`src/rtl/xgriscv_lsu.sv`:
```
// Load/store unit between the M stage and a single-ported, variable-latency data memory.
// Define LSU_TIMEOUT_EN to bound BUSY at MAX_WAIT cycles and report a bus error via misalign.
module xgriscv_lsu #(
  parameter int ADDR_W   = 32,
  parameter int XLEN     = 32,
  parameter int MAX_WAIT = 15
) (
  input  logic              clk,
  input  logic              reset,
  input  logic              req_valid,
  input  logic              req_we,
  input  logic [ADDR_W-1:0] req_addr,
  input  logic [XLEN-1:0]   req_wdata,
  input  logic [1:0]        req_lwhb,
  input  logic [1:0]        req_swhb,
  input  logic              req_lu,
  output logic              stall,
  output logic              rsp_valid,
  output logic [XLEN-1:0]   rsp_rdata,
  output logic              misalign,
  output logic              mem_req,
  output logic              mem_we,
  output logic [ADDR_W-1:0] mem_addr,
  output logic [3:0]        mem_be,
  output logic [XLEN-1:0]   mem_wdata,
  input  logic              mem_ack,
  input  logic [XLEN-1:0]   mem_rdata
);

  localparam logic [1:0] SzHalf = 2'b01;
  localparam logic [1:0] SzByte = 2'b10;

  typedef enum logic [1:0] {IDLE, BUSY, DONE, ERR} lsuState_t;

  lsuState_t state, nextState;

  logic [ADDR_W-1:0] addrQ;
  logic [1:0]        sizeQ;
  logic              luQ;
  logic              weQ;
  logic [XLEN-1:0]   wdataQ;

  logic [1:0]        reqSize;
  logic              reqMisalign;
  logic [XLEN-1:0]   reqLanes;
  logic [XLEN-1:0]   laneData;
  logic [XLEN-1:0]   loadData;
  logic [3:0]        storeBe;
  logic              busy;
  logic              timeout;

  // Decode the incoming request: replicate store data across lanes and test alignment.
  always_comb begin
    reqSize     = req_we ? req_swhb : req_lwhb;
    reqLanes    = req_wdata;
    reqMisalign = 1'b0;
    case (reqSize)
      SzHalf: begin
        reqLanes    = {(XLEN/16){req_wdata[15:0]}};
        reqMisalign = req_addr[0];
      end
      SzByte: reqLanes = {(XLEN/8){req_wdata[7:0]}};
      default: reqMisalign = (req_addr[1:0] != 2'b00);
    endcase
  end

  // Bring the addressed lane down to bit 0 and extend it to the load size.
  always_comb begin
    laneData = mem_rdata >> {addrQ[1:0], 3'b000};
    case (sizeQ)
      SzByte:  loadData = luQ ? {{(XLEN-8){1'b0}}, laneData[7:0]}
                              : {{(XLEN-8){laneData[7]}}, laneData[7:0]};
      SzHalf:  loadData = luQ ? {{(XLEN-16){1'b0}}, laneData[15:0]}
                              : {{(XLEN-16){laneData[15]}}, laneData[15:0]};
      default: loadData = laneData;
    endcase
  end

  always_comb begin
    case (sizeQ)
      SzByte:  storeBe = 4'b0001 << addrQ[1:0];
      SzHalf:  storeBe = addrQ[1] ? 4'b1100 : 4'b0011;
      default: storeBe = 4'b1111;
    endcase
  end

`ifdef LSU_TIMEOUT_EN
  localparam int CntW = $clog2(MAX_WAIT + 1);

  logic [CntW-1:0] waitCnt;

  // Counts BUSY cycles without an ack; cleared whenever the unit is outside BUSY.
  always_ff @(posedge clk or posedge reset) begin
    if (reset) begin
      waitCnt <= '0;
    end else if (state != BUSY) begin
      waitCnt <= '0;
    end else if (!mem_ack) begin
      waitCnt <= waitCnt + 1'b1;
    end
  end

  assign timeout = (state == BUSY) && !mem_ack && (waitCnt == CntW'(MAX_WAIT - 1));
`else
  assign timeout = 1'b0;
`endif

  always_ff @(posedge clk or posedge reset) begin
    if (reset) begin
      state <= IDLE;
    end else begin
      state <= nextState;
    end
  end

  // IDLE passes req_valid straight to stall so the core freezes in the request cycle.
  always_comb begin
    nextState = state;
    stall     = 1'b0;
    mem_req   = 1'b0;
    rsp_valid = 1'b0;
    misalign  = 1'b0;
    case (state)
      IDLE: begin
        stall = req_valid;
        if (req_valid) begin
          nextState = reqMisalign ? ERR : BUSY;
        end
      end
      BUSY: begin
        stall   = 1'b1;
        mem_req = 1'b1;
        if (mem_ack) begin
          nextState = DONE;
        end else if (timeout) begin
          nextState = ERR;
        end
      end
      DONE: begin
        rsp_valid = !weQ;
        nextState = IDLE;
      end
      ERR: begin
        misalign  = 1'b1;
        nextState = IDLE;
      end
      default: nextState = IDLE;
    endcase
  end

  // Request capture in IDLE; response capture on ack (loads) or on a bus timeout.
  always_ff @(posedge clk or posedge reset) begin
    if (reset) begin
      addrQ     <= '0;
      sizeQ     <= '0;
      luQ       <= 1'b0;
      weQ       <= 1'b0;
      wdataQ    <= '0;
      rsp_rdata <= '0;
    end else begin
      if (state == IDLE && req_valid) begin
        addrQ  <= req_addr;
        sizeQ  <= reqSize;
        luQ    <= req_lu;
        weQ    <= req_we;
        wdataQ <= reqLanes;
      end
      if (state == BUSY && mem_ack && !weQ) begin
        rsp_rdata <= loadData;
      end else if (timeout) begin
        rsp_rdata <= XLEN'(32'hDEAD_BEEF);
      end
    end
  end

  assign busy      = (state == BUSY);
  assign mem_we    = busy && weQ;
  assign mem_addr  = busy ? {addrQ[ADDR_W-1:2], 2'b00} : '0;
  assign mem_be    = (busy && weQ) ? storeBe : 4'b0000;
  assign mem_wdata = (busy && weQ) ? wdataQ : '0;

endmodule

```
`config.mk`:
```
export PLATFORM = sky130hd
export DESIGN_NAME = xgriscv_lsu
export DESIGN_NICKNAME = d
export VERILOG_FILES = /design/src/rtl/xgriscv_lsu.sv
export SDC_FILE = /design/constraint.sdc
export NUM_CORES = 1
export LEC_CHECK = 0
export ABC_AREA = 1
export BUFFER_PORTS_ARGS = -buffer_cell sky130_fd_sc_hd__buf_2
export CORE_AREA = 2 2 145 76
export CTS_BUF_LIST = sky130_fd_sc_hd__clkbuf_4 sky130_fd_sc_hd__clkbuf_8
export DETAILED_ROUTE_END_ITERATION = 7
export DIE_AREA = 0 0 147 78
export PLACE_DENSITY = 0.95
export SYNTH_ARGS = -nofsm -noshare
export SYNTH_HDL_FRONTEND = slang
export SYNTH_SLANG_ARGS = --single-unit
```
`constraint.sdc`:
```
create_clock -name clk -period 7.1 [get_ports clk]
set_input_delay 1.065 -clock clk [delete_from_list [all_inputs] [get_ports clk]]
set_output_delay 1.065 -clock clk [all_outputs]
set_load 0.02 [all_outputs]
```
==> results of run 1 <==
[layer usage]
layer  share of wire  GRT usage  vias up
li1                -          -     2663
met1            0.42      0.354     2550
met2            0.48      0.452      270
met3           0.071     0.0553       46
met4           0.029      0.104        0
met5               0          0        -
[metrics by stage]
step	setup slack (ns)	util
2_1_floorplan	3.36	-
3_3_place_gp	3.40	0.643
3_5_place_dp	3.26	0.643
4_1_cts	3.60	0.663
5_1_grt	3.36	0.663
6_report	3.57	0.663
[placed cells by master, fill, tap and decap left out, types with 14 or more instances in the layout]
| cell type | synthesis | final |
|---|---|---|
| nand2_1 | 156 | 155 |
| inv_1 | 108 | 107 |
| nand3_1 | 25 | 25 |
| o21ai_0 | 64 | 64 |
| a21oi_1 | 60 | 60 |
| dfrtp_1 | 102 | 102 |
| buf_2 | 16 | 208 |
| nor2_1 | 98 | 98 |
| a22oi_1 | 14 | 14 |
[path summary, 6_finish.rpt]
check	startpoint	to	slack, ns	depth (start not counted)
setup / recovery	req_we	wdataQ[24]	3.57	10
hold / removal	wdataQ[5]	wdataQ[5]	0.50	2
setup reg to reg	state[1]	rsp_rdata[30]	4.61	8
hold reg to reg	wdataQ[5]	wdataQ[5]	0.50	2
max in group asynchronous	reset	wdataQ[29]	5.18	3
min in group asynchronous	reset	rsp_rdata[26]	0.67	2
[kinds of logic after synthesis]
logic type / after synthesis / share of synthesized area
AND/OR/NAND/NOR: 321 / 0.249
buffers and inverters: 162 / 0.123
AO/OA/AOI/OAI: 153 / 0.152
flip-flops: 102 / 0.466
adder cells (fa/ha/maj): 4 / 0.00914
other: 1 / 0.000685
[worst max-delay path, stage by stage]
cell      delay [ns]
buf_2           0.10
inv_1           0.05
or2_2           0.27
o21a_1          0.15
ha_1            0.97
clkinv_1        0.61
nand3_1         0.19
o21ai_0         0.13
a21oi_1         0.15
o21ai_0         0.09
[state kept, by name, summed over array words and instances (netlist names)]
| register | count |
|---|---|
| sizeQ | 2 |
| addrQ | 32 |
| rsp_rdata | 32 |
| state | 2 |
| wdataQ | 32 |
| weQ | 1 |
| luQ | 1 |
[area by class of cell]
class	count	area, µm²
clock buffers	11	139
clock inverters	5	58.8
fillers	862	3400
inverters	118	445
multi-input cells	480	2260
flip-flops and latches	102	2550
well taps	140	175
repair buffers	210	1060
[report_power, final]
part / switching (mW) / internal, mW
Combinational: 1.02 / 0.471
Sequential: 0.150 / 0.865
Clock: 0.204 / 0.172
==> metrics.yaml, run 1 <==
sta:
  max-slew-margin-rel: 0.324
  period_minus_slack_ns: 3.53
  setup_violations: 0
  finalSetupTns_ns: 0
  tightestPinTransition_ns: 1.01
  maxSlewViolCount: 0
  skew_ns: 0.0119
  fmax_ghz: 0.283
  fin_crit_sh: 0.497
  rsz0062_at_grt: "no"
  hold_viol: 0
  hold_ws_ns: 0.499
clock_tree:
  clk_pin_slew_worst_paths_ns: 0.09
  cts_tree: "built"
  clock_latency_ns: 0.37
  numCtsBuffers: 9
  clockBufferDepth: 2
  cts_hold_buffers: 0
  cts.sinks: 102
  cts_max_level: 3
  clock_tree.root_cell: "clkbuf_8"
  cts_setup_buffers: 0
  cts_resized: 0
layout:
  finalNonFillerCells: 1066
  drive_above_1_share: 0.279
  diodes: 0
  design_area_um2: 6680
  nets: 1031
  area_delta_synth_final_pct: 22.0
job:
  maxCapViolCount: 0
critical_path:
  startpoint_type: "input port"
  critPathKind: "input port to register"
  worst_ep_arrival_time_ns: 3.76
  cp-end-kind: "register"
  crit_fanout: 33
  cp.required_ns: 7.33
placed_design:
  routabilityCongestion: 0.920
  portBuffers: 208
  hpwl_um: 11000
  postPlaceCellArea_um2: 6490
  place_inst: 1050
global_routing:
  grt_max_degree: 74
  grt_pass1_vias: 5166
  grt_overflow_total: 0
  grt_pass1_wl_um: 24800
  grt_usage: 0.271
  antenna_found_initial: 0
die:
  design.core.area_um2: 10100
  initial_core_util: 0.543
  rows: 26
  die_area_um2: 11500
  die_w_um: 147
  die_h_um: 78
  ios: 211
logic_synthesis:
  syn_area_um2: 5480
  synth-warning-count: 0
  postSynthCellCount: 743
  synth-edff-count: 0
  synth.area.top_cells: "dfrtp_1 (47%), nand2_1 (11%), inv_1 (7.4%), nor2_1 (6.7%), o21ai_0 (5.8%)"
  synth_top_area_share: 0.466
  avgSynthCellArea_um2: 7.37
  ys_top_cells_by_count: "nand2_1 (156), inv_1 (108), dfrtp_1 (102)"
  yosysSeqAreaShare: 0.466
  ys_dominant_reg_cell: "dfrtp_1"
  ys_types: 31
  ys_seq_elements: 102
  async_flop_share: 1.00
  yosysMostFrequentCell: "nand2_1"
  yosys.area.top_type: "dfrtp_1"
pwr:
  ir_drop_mv: 0.173
  cellPowerDensity_nw_per_um2: 431
  power_mw: 2.88
  power.leakage_nw: 3.76
route:
  drc: 0
  via_per_inst: 5.19
  detail_route.iter0.violations: 487
  postRouteAntennaNets: 0
  vias: 5529
  dr.pass1.iters: 5
  wl_um: 15300
  post_drt_wl_per_cell_um: 14.3
worst_hold_path:
  hp-class: "register to register"
status:
  status: "complete, no violations"
Note: power is estimated with default switching activity, not from simulation.
==> run 2, diff against run 1 <==
- CORE_AREA: 2 2 145 76 -> 2 2 150 79
- DIE_AREA: 0 0 147 78 -> 0 0 152 81
- PLACE_DENSITY: 0.95 -> 0.89
- clock period: 7.1 -> 3.6 ns (I/O delays scaled with it)
==> run 2 against run 1 <==
Against the previous run:
- combinational power up 100%
- sequential share of layout area fell by 0.40 points
- clock skew about the same
- non-clock buffer count is 3 higher
- critical path type is now register to output pin
- critical endpoint is now mem_be[1]
==> metrics.yaml, run 2 (synthesis results as in run 1) <==
status:
  status: "complete, no violations"
critical_path:
  startpoint: "state[1]"
  path_buf_inv: 3  # unchanged
  slowest_stage: "dfrtp_1"
  slowest_delay_ns: 0.41  # -0.56 ns
  cp-end-kind: "output pin"
  crit_fanout: 34  # +3.0%
  cp.required_ns: 3.06  # -4.27 ns
  crit_chain: "inv_2, nand2_2, nor2_1, inv_2, a221oi_1, buf_2"
  cp_common_cell: "inv_2"
  critPathKind: "register to output pin"
  reg2reg_from: "addrQ[0]"
  crit_family: "simple AND/OR/NAND/NOR gates"
  worst_ep_arrival_time_ns: 2.37  # -1.39 ns
  startpoint_type: "register"
pwr:
  power.internal_mw: 3.06  # +100%
  power_mw: 5.86  # +100%
  p_sw_frac: 0.477  # about the same
  pwr-share-comb: 0.521  # +0.004
  power.leakage_nw: 3.78  # +0.70%
  clkPwrFrac: 0.136  # +0.005
  p_seq_frac: 0.343  # -0.009
  ir_drop_mv: 0.436  # +150%
  p_sw_mw: 2.79  # +100%
  cellPowerDensity_nw_per_um2: 867  # +100%
global_routing:
  grt_pass1_wl_um: 24700  # -0.22%
  grt_overflow_total: 0  # unchanged
  grt_usage: 0.255  # -0.0159
  grt_max_degree: 74  # unchanged
  grt_pass1_vias: 4981  # -3.6%
  antenna_found_initial: 1  # +1
clock_tree:
  clk_pin_slew_worst_paths_ns: 0.10  # about the same
  cts.sinks: 102  # unchanged
  clockBufferDepth: 2  # unchanged
  cts_tree: "built"
  cts_hold_buffers: 0  # unchanged
  cts_resized: 0  # unchanged
  cts_setup_buffers: 0  # unchanged
  numCtsBuffers: 9  # unchanged
  cts_max_level: 3  # unchanged
  clock_latency_ns: 0.36  # about the same
  clock_tree.root_cell: "clkbuf_8"
placed_design:
  portBuffers: 208  # unchanged
  routabilityCongestion: 1.02  # +11%
  hpwl_um: 12000  # +8.8%
  place_inst: 1063  # +1.2%
route:
  drc: 0  # unchanged
  via_per_inst: 5.10  # -1.7%
  dr.pass1.iters: 5  # unchanged
  postRouteAntennaNets: 0  # unchanged
  detail_route.iter0.violations: 424  # -13%
  wl_um: 16000  # +4.7%
  post_drt_wl_per_cell_um: 14.9  # +3.6%
  vias: 5495  # -0.61%
sta:
  maxSlewViolCount: 0  # unchanged
  hold_viol: 0  # unchanged
  rsz0062_at_grt: "no"
  fmax_ghz: 0.343
  setup_violations: 0  # unchanged
  max-slew-margin-rel: 0.340  # +0.0161
  tightestPinTransition_ns: 0.988  # -0.0256 ns
  finalSetupTns_ns: 0  # unchanged
  skew_ns: 0.0117  # -0.000220 ns
  period_minus_slack_ns: 2.91
  fin_crit_sh: 0.810
layout:
  area_delta_synth_final_pct: 23.3
  reg.largest.list: "addrQ: 32 flops, rsp_rdata: 32 flops, wdataQ: 32 flops"
  drive_above_1_share: 0.280  # +0.00155
  diodes: 0  # unchanged
  finalNonFillerCells: 1078  # +1.1%
  layout_commonest_cell: "buf_2"
  layout_common_cells: "buf_2 (208), nand2_1 (155), inv_1 (107)"
  nets: 1034  # +0.29%
die:
  rows: 28  # +7.7%
  design.core.area_um2: 11200  # +12%
  ios: 211  # unchanged
  die_area_um2: 12300  # +7.4%
  die_h_um: 81  # +3.8%
  die_w_um: 152  # +3.4%
  initial_core_util: 0.487  # -0.0561
worst_hold_path:
  hp-class: "input port to asynchronous set/reset pin"
job:
  maxCapViolCount: 0  # unchanged
run 2: cell type report:
cell class                 instances  area (µm²)
sequential                       102        2550
tap                              150         188
clock buffer                      10         138
multi-input combinational        480        2260
timing repair buffer             213        1090
inverter                         118         445
clock inverter                     5        83.8
fill                            1077        4490
run 2: power groups by stage:
stage	Clock (mW)	Sequential [mW]	Combinational, mW
final	0.799	2.01	3.05
after global routing	0.863	2.07	3.38
after CTS	0.822	2.00	3.03
after detailed placement	0	2.02	3.02
after global placement	0	1.99	2.95
after floorplan	0	2.16	1.97
run 2: through the flow:
step / area (µm²) / setup WS [ns] / hold slack (ns) / util
final: 6760 / 0.685 / 0.247 / 0.601
after global routing: 6760 / 0.529 / 0.279 / 0.601
after CTS: 6760 / 0.712 / 0.245 / 0.601
after detailed placement: 6530 / 1.12 / 0.479 / 0.581
after global placement: 6530 / 1.21 / 0.470 / 0.581
after floorplan: 5480 / 0.385 / 0.453 / -
run 2: layer usage:
| layer | track usage | wire, µm | part of all wire |
|---|---|---|---|
| met5 | 0 | 13 | 0.00081 |
| met4 | 0.0673 | 243 | 0.015 |
| met3 | 0.0731 | 1540 | 0.096 |
| met2 | 0.369 | 6520 | 0.41 |
| met1 | 0.376 | 7690 | 0.48 |
run 2: path summary, 6_finish.rpt:
kind                                 end  slack, ns  depth (start not counted)
min reg2reg                    wdataQ[2]       0.50                          2
min                         rsp_rdata[1]       0.25                          2
max in group asynchronous      addrQ[12]       2.62                          3
max                            mem_be[1]       0.69                          6
min in group clk                     luQ       0.37                          3
max reg2reg                rsp_rdata[23]       1.57                          9
